==> src/rtl/mem_pkg.sv <==
// Shared types and constants for the system RAM arbiter slice.
package mem_pkg;
   localparam int MEM_ADDR_W = 9;

   localparam logic M_FETCH = 1'b0;
   localparam logic M_DATA  = 1'b1;

   typedef enum logic [1:0] {
      IDLE,
      ACCESS,
      DONE
   } state_t;
endpackage

==> src/rtl/rr_arb2.sv <==
// Two-way round-robin grant: combinational winner plus pointer update for the owner's register.
// Zero latency; no backpressure, the caller gates updates with en.
module rr_arb2
   import mem_pkg::*;
(
   input  logic req0,
   input  logic req1,
   input  logic ptr,
   input  logic en,
   output logic gnt_vld,
   output logic gnt_id,
   output logic ptr_upd,
   output logic ptr_nxt
);

   // On contention the pointer decides; otherwise the lone requester wins.
   assign gnt_vld = req0 | req1;
   assign gnt_id  = (req0 && req1) ? ptr : (req1 ? M_DATA : M_FETCH);
   assign ptr_upd = en & gnt_vld;
   assign ptr_nxt = ~gnt_id;

endmodule

==> src/rtl/mem_arbiter.sv <==
// Two-master round-robin arbiter and one-shot access sequencer for the 512-word system RAM.
// Latency: ack 2 cycles after req sample (1 for out-of-range); occupancy 3 (2) cycles.
// Backpressure: a master holds req until its ack; the loser waits until the FSM is back in IDLE.
module mem_arbiter
   import mem_pkg::*;
#(
   parameter int DATA_W = 32,
   parameter int ADDR_W = MEM_ADDR_W
) (
   input  logic              clk,
   input  logic              rst_n,
   input  logic              m0_req,
   input  logic              m0_we,
   input  logic [31:0]       m0_addr,
   input  logic [DATA_W-1:0] m0_wdata,
   output logic              m0_ack,
   output logic              m0_err,
   output logic [DATA_W-1:0] m0_rdata,
   input  logic              m1_req,
   input  logic              m1_we,
   input  logic [31:0]       m1_addr,
   input  logic [DATA_W-1:0] m1_wdata,
   output logic              m1_ack,
   output logic              m1_err,
   output logic [DATA_W-1:0] m1_rdata,
   output logic [31:0]       ram_addr,
   output logic [DATA_W-1:0] ram_din,
   output logic              ram_read,
   output logic              ram_write,
   input  logic [DATA_W-1:0] ram_dout,
   output logic              busy,
   output logic              grant
);

   state_t state;
   logic   ptr;
   logic   lat_we;

   logic   gnt_vld;
   logic   gnt_id;
   logic   ptr_upd;
   logic   ptr_nxt;

   logic              sel_we;
   logic [31:0]       sel_addr;
   logic [DATA_W-1:0] sel_wdata;
   logic              sel_oor;

   rr_arb2 u_rr_arb2 (
      .req0    (m0_req),
      .req1    (m1_req),
      .ptr     (ptr),
      .en      (state == IDLE),
      .gnt_vld (gnt_vld),
      .gnt_id  (gnt_id),
      .ptr_upd (ptr_upd),
      .ptr_nxt (ptr_nxt)
   );

   assign sel_we    = (gnt_id == M_DATA) ? m1_we    : m0_we;
   assign sel_addr  = (gnt_id == M_DATA) ? m1_addr  : m0_addr;
   assign sel_wdata = (gnt_id == M_DATA) ? m1_wdata : m0_wdata;
   assign sel_oor   = |sel_addr[31:ADDR_W];

   assign busy = (state != IDLE);

   // Strobes, ack and err are all registers so nothing combinational reaches them from req.
   always_ff @(posedge clk or negedge rst_n) begin
      if (!rst_n) begin
         state     <= IDLE;
         ptr       <= M_FETCH;
         grant     <= M_FETCH;
         lat_we    <= 1'b0;
         ram_addr  <= '0;
         ram_din   <= '0;
         ram_read  <= 1'b0;
         ram_write <= 1'b0;
         m0_ack    <= 1'b0;
         m1_ack    <= 1'b0;
         m0_err    <= 1'b0;
         m1_err    <= 1'b0;
         m0_rdata  <= '0;
         m1_rdata  <= '0;
      end else begin
         case (state)
            IDLE: begin
               if (ptr_upd) begin
                  ptr <= ptr_nxt;
               end
               if (gnt_vld) begin
                  grant  <= gnt_id;
                  lat_we <= sel_we;
                  if (sel_oor) begin
                     // Rejected without touching the RAM; ram_addr/ram_din keep their old value.
                     state <= DONE;
                     if (gnt_id == M_DATA) begin
                        m1_ack   <= 1'b1;
                        m1_err   <= 1'b1;
                        m1_rdata <= '0;
                     end else begin
                        m0_ack   <= 1'b1;
                        m0_err   <= 1'b1;
                        m0_rdata <= '0;
                     end
                  end else begin
                     state     <= ACCESS;
                     ram_addr  <= {{(32-ADDR_W){1'b0}}, sel_addr[ADDR_W-1:0]};
                     ram_din   <= sel_wdata;
                     ram_read  <= ~sel_we;
                     ram_write <= sel_we;
                  end
               end
            end
            ACCESS: begin
               ram_read  <= 1'b0;
               ram_write <= 1'b0;
               state     <= DONE;
               if (grant == M_DATA) begin
                  m1_ack <= 1'b1;
                  if (!lat_we) begin
                     m1_rdata <= ram_dout;
                  end
               end else begin
                  m0_ack <= 1'b1;
                  if (!lat_we) begin
                     m0_rdata <= ram_dout;
                  end
               end
            end
            DONE: begin
               m0_ack <= 1'b0;
               m1_ack <= 1'b0;
               m0_err <= 1'b0;
               m1_err <= 1'b0;
               state  <= IDLE;
            end
            default: begin
               state <= IDLE;
            end
         endcase
      end
   end

endmodule
==> config.mk <==
export PLATFORM = sky130hd
export DESIGN_NAME = mem_arbiter
export DESIGN_NICKNAME = d
export VERILOG_FILES = /design/src/rtl/mem_pkg.sv /design/src/rtl/rr_arb2.sv /design/src/rtl/mem_arbiter.sv
export SDC_FILE = /design/constraint.sdc
export NUM_CORES = 1
export LEC_CHECK = 0
export CAP_MARGIN = 15
export CORE_MARGIN = 8
export CORE_UTILIZATION = 38
export CTS_CLUSTER_DIAMETER = 100
export DETAILED_ROUTE_END_ITERATION = 10
export GPL_TIMING_DRIVEN = 0
export PLACE_DENSITY = 0.81
export SYNTH_ARGS = -nofsm -noshare
export SYNTH_HDL_FRONTEND = slang
export SYNTH_SLANG_ARGS = --single-unit
export TNS_END_PERCENT = 10
==> constraint.sdc <==
create_clock -name clk -period 2.3 [get_ports clk]
set_input_delay 0.575 -clock clk [delete_from_list [all_inputs] [get_ports clk]]
set_output_delay 0.575 -clock clk [all_outputs]
set_load 0.01 [all_outputs]
=== Yosys cells after proc, flatten, opt, wreduce, memory -nomap -nowiden ===
Cells that the tools add are included.
Widths: inputs -> output; s select.

* Register bits: 116
* Bits of input ports: 166
* Output and inout port bits: 136
* Logic and storage cells: 83

* Eq/ne operators: 10
* Multiplexer cells: 37
* Bitwise operators: 5
* Reductions and logical operators: 17

{| class="wikitable"
|+ Operators with widths
! operator !! number
|-
| $mux 32 || 11
|-
| $pmux 32 s2 || 2
|-
| $reduce_or 23->1 || 1
|-
| $ne 2x2->1 const B || 8
|-
| $mux 1 || 15
|-
| $reduce_and 6->1 || 2
|-
| $reduce_and 5->1 || 2
|-
| $pmux 1 s2 || 4
|-
| $reduce_and 4->1 || 2
|-
| $pmux 1 s3 || 2
|-
| $reduce_and 3->1 || 2
|-
| $reduce_bool 2->1 || 3
|-
| $mux 2 || 2
|-
| $pmux 2 s2 || 1
|-
| $reduce_and 2->1 || 2
|-
| $not 1->1 || 3
|-
| $reduce_bool 3->1 || 1
|-
| $eq 2x1->1 const B || 1
|-
| $eq 2x2->1 const B || 1
|-
| $logic_not 2->1 || 1
|-
| $and 1x1->1 || 1
|-
| $logic_and 1x1->1 || 1
|-
| $or 1x1->1 || 1
|}

=== Depth between registers and ports, before layout ===
Gate-level depths: netlist (run 1).

* Depth in word-level cells: 7
* Depth in mapped cells: 8

=== Hierarchy ===
From an unflattened synthesis (run 1), not the netlist that was laid out.

* Cell total of the unflattened synthesis: 770
* Area, all modules: 7206.9 µm²

{| class="wikitable"
|+ Modules (own cells, without submodules)
! module !! instances !! cells each !! area each (µm²) !! seq. area each (µm²)
|-
| mem_arbiter || 1 || 765 || 7173.1 || 2902.8
|-
| rr_arb2 || 1 || 5 || 33.8 || 0.0
|}

=== Worst setup path before layout (run 1) ===
Ideal clock, no wire load.

* Kind: input-to-reg
* Start point: in m0_addr[21]
* End point: reg ram_write
* Data arrival time: 2.115 ns
* Required time: 2.231 ns
* Path slack: 0.116 ns
* Stages on the path: 6
* Cells stage by stage: or4_1 a211oi_2 a2bb2oi_2 buf_6 or4b_1 nand3_1

* Word-level cells in the longest chain between the ends: 4

{| class="wikitable"
|+ RTL lines
! element !! RTL line !! source
|-
| start, declared || mem_arbiter.sv:14 || <nowiki>input logic [31:0] m0_addr,</nowiki>
|-
| $mux 32 || mem_arbiter.sv:61 || <nowiki>assign sel_addr = (gnt_id == M_DATA) ? m1_addr : m0_addr;</nowiki>
|-
| $reduce_or 23->1 || mem_arbiter.sv:63 || <nowiki>assign sel_oor = |sel_addr[31:ADDR_W];</nowiki>
|-
| $ne 2x2->1 (no line) || n/a ||
|-
| $reduce_and 3->1 (no line) || n/a ||
|-
| end signal, assigned || mem_arbiter.sv:110 || <nowiki>ram_write <= sel_we;</nowiki>
|-
| end, declared || mem_arbiter.sv:29 || <nowiki>output logic ram_write,</nowiki>
|}

Every way passes these cells.
A chain may end at the register's enable or synchronous reset.

=== Worst setup path in the final report (run 1) ===
* Start point: in m0_addr[28]
* End point: reg ram_write

The elaborated chain is that of the path after synthesis.

==> results of run 1 <==
per-layer routing:
layer	up-vias	global-route usage	share of wire
met2	242	0.3717	0.51
met1	2451	0.2364	0.39
met3	27	0.08537	0.084
li1	2264	-	-
met4	0	0.07192	0.019
met5	-	0	0
flip-flops by register name, indices dropped and copies added, names as in the netlist, 2 cells and up:
register / count
m0_rdata: 32
m1_rdata: 32
ram_din: 32
ram_addr: 9
state: 2
cells by family after synthesis:
group | count (synthesis) | synth area share
compound gates | 165 | 0.2292
buf+inv | 64 | 0.06668
flops | 116 | 0.5646
mux | 43 | 0.08420
other cells | 1 | 0.0007294
simple gates | 51 | 0.05451
power breakdown:
group / total [mW] / leakage, nW / internal, mW / switching, mW
combinational: 0.799 / 2.08 / 0.431 / 0.368
clock: 2.76 / 0.308 / 1.87 / 0.888
sequential: 2.10 / 1.59 / 2.07 / 0.0243
per-stage QoR:
step             util  std cells  setup TNS (ns)  hold slack [ns]  setup slack, ns
2_1_floorplan       -        462               0           0.2794           0.1161
3_3_place_gp   0.6205        915         -466.08           0.4746           -3.625
3_5_place_dp   0.6224        916          -50.11           0.4827          -0.6093
4_1_cts        0.6744        948        -0.04139           0.2273         -0.02717
5_1_grt        0.6768        949         -0.2936           0.2579         -0.03537
6_report       0.6768        949               0           0.2078          0.01456
critical path, delay by kind of cell:
kind	cells	cell delay [ns]
AO/OA/AOI/OAI	2	0.36
AND/OR/NAND/NOR	3	1.13
buffers and inverters	2	0.56
cell type report:
class	count	area, um2	area share
clock inverters	8	120.1	0.01340
plain buffers	60	366.6	0.04090
inverters	4	18.77	0.002094
multi-input cells	282	2018	0.2252
clock buffers	24	511.7	0.05710
well taps	176	220.2	0.02457
repair buffers	279	2803	0.3127
flip-flops and latches	116	2904	0.3240
what timing repair did:
item | 4_1_cts | 5_1_grt
pin swaps | 0 | 4
setup endpoints to repair | 101 | 93
gates resized for setup | 27 | 38
gates cloned | 0 | 0
path summary, 6_finish.rpt:
path                       slack [ns]      endpoint    startpoint
setup / recovery                 0.01     ram_write   m0_addr[28]
hold / removal                   0.21   m1_rdata[7]         rst_n
setup reg to reg                 0.24  m1_rdata[21]      state[0]
hold reg to reg                  0.49  m0_rdata[30]  m0_rdata[30]
max in group asynchronous        1.33  m0_rdata[31]         rst_n
min in group clk                 0.49  m0_rdata[30]  m0_rdata[30]
cell usage in the layout, fill, tap and decap left out, types with 3 or more instances in the layout:
master	synthesis	layout
bufinv_16	0	3
a22o_1	18	18
clkbuf_16	0	17
clkbuf_1	29	18
a21o_1	3	3
nand3_1	3	3
clkdlybuf4s50_1	0	276
buf_4	23	30
clkbuf_8	0	6
o21ai_0	80	59
a32o_1	46	46
conb_1	1	23
nor2_1	10	10
nor4_1	9	9
mux2i_1	41	41
nor2b_1	9	9
a21oi_1	3	3
buf_2	7	5
dfrtp_1	116	115
clkinv_2	0	4
o211ai_1	3	3
clkbuf_2	0	7
nand2_1	6	5
o21ai_1	5	26
==> metrics.txt, run 1 <==
Detailed Route Iter0 Violations=approximately 180; Mapped Area=roughly 5100 um2; outcome=finished clean; RSZ-0062 raised after global routing=yes; H-tree depth=4; vias per cell=around 5.3; Worst Path Required=2.64 ns; pwr dens=630.7 nW/um2; ys flop type=dfrtp_1; DRC viols=0; ys async rst share=1.000; clk slew on worst S/H paths=0.05 ns; Detailed Route WL=19,070 um; Highest Clock Rate=between 400 and 500 MHz; total gr overflow=0; clock skew=0.005150 ns; Post-Syn Area per Cell=between 10 and 15 um2; Initial DRT Pass Iterations=5; Port Buffers=277; hold crit path type=in -> async; Critical Path End Type=flip-flop; VDD IR max=0.0004243 V; Area Overhead vs Synth=74.32%; register area share after synthesis=0.5646; Post-synth EDFFs=0; vias=between 4,000 and 5,000; Post-CTS Setup Repair Bufs=0; Fill cells=1,048; Tot GR Track Use=0.2152; die width=132.3 um; io pins=a little over 300; Die Y=around 130 um; initial antenna violation count=0; die area=17,510 um2; worst relative slew slack=0.5331; Max Cap Viol=0; post-synthesis cell count=440; Post-synth top cells=116 x dfrtp_1, 80 x o21ai_0, 46 x a32o_1; fin nets=926; crit path DAT=2.62 ns; Hold Vio Cnt, Final=0; actual slew at the worst max-slew pin=0.7003 ns; post-DP HPWL=14,910 um; yosys warns=0; Unique masters post-synth=38; top post-synthesis cells by area=dfrtp_1 56%, a32o_1 9.0%, mux2i_1 8.0%, o21ai_0 7.8%, buf_4 3.4%; vias in the first global route=5,523; Crit Path Category=in -> reg; CTS tree=built; CTS max path bufs=2; DRT antenna net count=0; root buf cell=clkbuf_16; fin crit share=0.9937; Setup-failing EPs final=0; slowest CP cell=or4_4; ANT cells=0; largest stage delay on the critical path=0.55 ns; Worst Path Max Fanout=10; FF+latch count, synth=116; CP Cell Sequence=clkdlybuf4s50_1 -> or4_4 -> a211oi_4 -> a2bb2oi_4 -> buf_6 -> or4b_1 -> nand3_1; LEAKAGE=3.982 nW; Initial Util=0.3882; count leader, synth=dfrtp_1; # hold bufs at CTS=0; DP Area=roughly 8200 um2; share of cells above drive strength 1=0.1190; max-slew violation count=0; # clock sinks=116; CTS Buf Count=17; min Tclk post-route=2.285 ns; routed len/inst=around 20 um; Core Footprint=13,240 um2; GPL Wtd Cong=about 0.78; reg2reg path depth=8; total power=5.653 mW; first-pass GRT wire length=30,100 um; Clock Latency Late Sink=0.40 ns; post-synth top area cell=dfrtp_1; Synth top area share=0.5646; pin count of the biggest net entering global routing=65; Final Instance Area=8962 um2; startpoint types=primary input; row count=42
(Power assumes the default switching activity.)
==> run 2: changes to the inputs <==
- CORE_UTILIZATION: 38 -> 34
- PLACE_DENSITY: 0.81 -> 0.76
- clock period: 2.3 -> 1.8 ns (I/O delays scaled with it)
==> metrics.txt, run 2 (synthesis gave the netlist of run 1 again) <==
Worst Path Required=2.15 ns (was 2.64 ns); Largest regs=m0_rdata (32), m1_rdata (32), ram_din (32) (unchanged); crit path DAT=2.24 ns (was 2.62 ns); Clock power frac=0.474 (was 0.488); final cell count without fillers=973 (was 949); Area Overhead vs Synth=83.60% (was 74.32%); max-slew violation count=0 (unchanged); worst relative slew slack=0.2079 (was 0.5331); DP Cell Count=928 (was 916); DP Area=8272 um2 (was 8242 um2); fin nets=939 (was 926); Highest Clock Rate=529.9 MHz; vias in the first global route=5,668 (was 5,523); Die Y=139.0 um (was 132.3 um); Initial DRT Pass Iterations=4 (was 5); # clock sinks=116 (unchanged); CTS max path bufs=2 (unchanged); GPL Wtd Cong=0.7725 (was 0.7847); fin crit share=1.048; H-tree depth=4 (unchanged); DRC viols=0 (unchanged); grt peak-use layer=met2 (unchanged); Crit Path Category=in -> reg (unchanged); clk slew on worst S/H paths=0.05 ns (about the same); min Tclk post-route=1.887 ns; root buf cell=clkbuf_16 (unchanged); die area=19,310 um2 (was 17,510 um2); CP Cell Sequence=clkdlybuf4s50_1 -> nor4_2 -> nand4_1 -> a2bb2oi_4 -> buf_6 -> or4b_4 -> nand3_2 (was clkdlybuf4s50_1 -> or4_4 -> a211oi_4 -> a2bb2oi_4 -> buf_6 -> or4b_1 -> nand3_1); Sw Ratio=0.2455 (was 0.2265); io pins=302 (unchanged); Critical Path End Type=flip-flop (unchanged); Setup-failing EPs final=53 (was 0); row count=45 (was 42); WHS=0.4853 ns (was 0.2078 ns); Max Cap Viol=0 (unchanged); CTS tree=built (unchanged); Flop pwr share=0.375 (was 0.371); met3 Use GR=0.09122 (was 0.08537); Detailed Route Iter0 Violations=253 (was 175); slack of the critical path=-0.08701 ns (was 0.01456 ns); vias=5,017 (was 4,984); LEAKAGE=5.702 nW (was 3.982 nW); Hold Vio Cnt, Final=0 (unchanged); Worst Path Max Fanout=6 (was 10); die width=139.0 um (was 132.3 um); commonest cells after routing, fill and taps aside=140 x clkdlybuf4s50_1, 115 x dfrtp_1, 83 x dlymetal6s2s_1, 48 x dlygate4sd2_1 (was 276 x clkdlybuf4s50_1, 115 x dfrtp_1, 59 x o21ai_0, 46 x a32o_1, 41 x mux2i_1); vias per cell=5.156 (was 5.252); pwr dens=755.1 nW/um2 (was 630.7 nW/um2); ANT cells=0 (unchanged); hold crit path type=reg -> reg (was in -> async); actual slew at the worst max-slew pin=1.181 ns (was 0.7003 ns); Final Instance Area=9439 um2 (was 8962 um2); Detailed Route WL=19,910 um (was 19,070 um); met1 Use GR=0.2096 (was 0.2364); outcome=finished, violations left (was finished clean); clock skew=0.01003 ns (was 0.005150 ns); first-pass GRT wire length=30,760 um (was 30,100 um); CTS Buf Count=17 (unchanged); initial antenna violation count=0 (unchanged); RSZ-0062 raised after global routing=yes (unchanged); slowest CP cell=or4b_4 (was or4_4); met2 usage=0.3511 (was 0.3717); Tot GR Track Use=0.2001 (was 0.2152); startpoint types=primary input (unchanged); DRT antenna net count=0 (unchanged); share of cells above drive strength 1=0.1847 (was 0.1190); Initial Util=0.3433 (was 0.3882); pin count of the biggest net entering global routing=69 (was 65); Port Buffers=277 (unchanged); failing checks=negative setup slack; Psw=1.749 mW (was 1.280 mW); setup TNS=-2.030 ns (was 0 ns); Core Footprint=14,980 um2 (was 13,240 um2); post-DP HPWL=14,910 um (about the same); internal power=5.378 mW (was 4.373 mW); final core utilization=0.6302 (was 0.6768); routed len/inst=20.46 um (was 20.09 um); total gr overflow=0 (unchanged); Clock Latency Late Sink=0.41 ns (was 0.40 ns); combinational share of power=0.151 (was 0.141); leading cell type in the layout, fill and taps excluded=clkdlybuf4s50_1 (unchanged); largest stage delay on the critical path=0.51 ns (was 0.55 ns); VDD IR max=0.0005915 V (was 0.0004243 V)
[run 2: worst paths after layout]
kind | depth (start not counted) | endpoint | slack, ns | start
worst max register to register | 8 | m1_rdata[13] | -0.04 | ptr
max in group asynchronous | 3 | ram_din[22] | 0.54 | rst_n
min in group asynchronous | 2 | m0_rdata[6] | 0.54 | rst_n
worst min register to register | 1 | m1_rdata[30] | 0.49 | m1_rdata[30]
worst min-delay path | 1 | m1_rdata[30] | 0.49 | m1_rdata[30]
worst max-delay path | 7 | ram_write | -0.09 | m1_addr[13]
[run 2: layout make-up]
class                      count  area [um2]
clock inverter                12       156.4
timing repair buffer         295        3110
buffer                        57       424.2
sequential                   116        2904
tap                          188       235.2
clock buffer                  19       432.9
inverter                       4       21.27
multi-input combinational    282        2155
fill                        1194        5538
[run 2: power groups by stage]
stage	registers (mW)	clock network, mW	logic, mW
floorplan	2.72	0	0.383
global placement	2.72	0	0.972
detailed placement	2.72	0	1.00
CTS	2.67	3.43	1.06
global route	2.68	3.57	1.15
finish	2.67	3.38	1.08
[run 2: metrics by stage]
step | setup WS, ns | total power, mW
5_1_grt | -0.1179 | 7.403
4_1_cts | -0.09139 | 7.163
3_3_place_gp | -4.078 | 3.689
6_report | -0.08701 | 7.127
3_5_place_dp | -1.039 | 3.718
2_1_floorplan | -0.2588 | 3.106
[run 2: per-layer routing]
metal / share of wire / vias up
li1: - / 2291
met1: 0.38 / 2490
met2: 0.52 / 210
met3: 0.085 / 26
met4: 0.017 / 0
met5: 0 / -
[run 2: repair_timing]
item	CTS	global route
hold buffers	1	0
gates resized for setup	148	153
setup endpoints to repair	134	190
endpoints found under the hold margin	16	0
pin swaps	27	11
cloned	3	0
setup buffers	12	1
[run 2: worst max-delay path, delay by kind of cell]
family,cells,cell delay (ns)
buffers and inverters,2,0.59
and+or+nand+nor,4,0.94
AOI/OAI and AO/OA,1,0.26
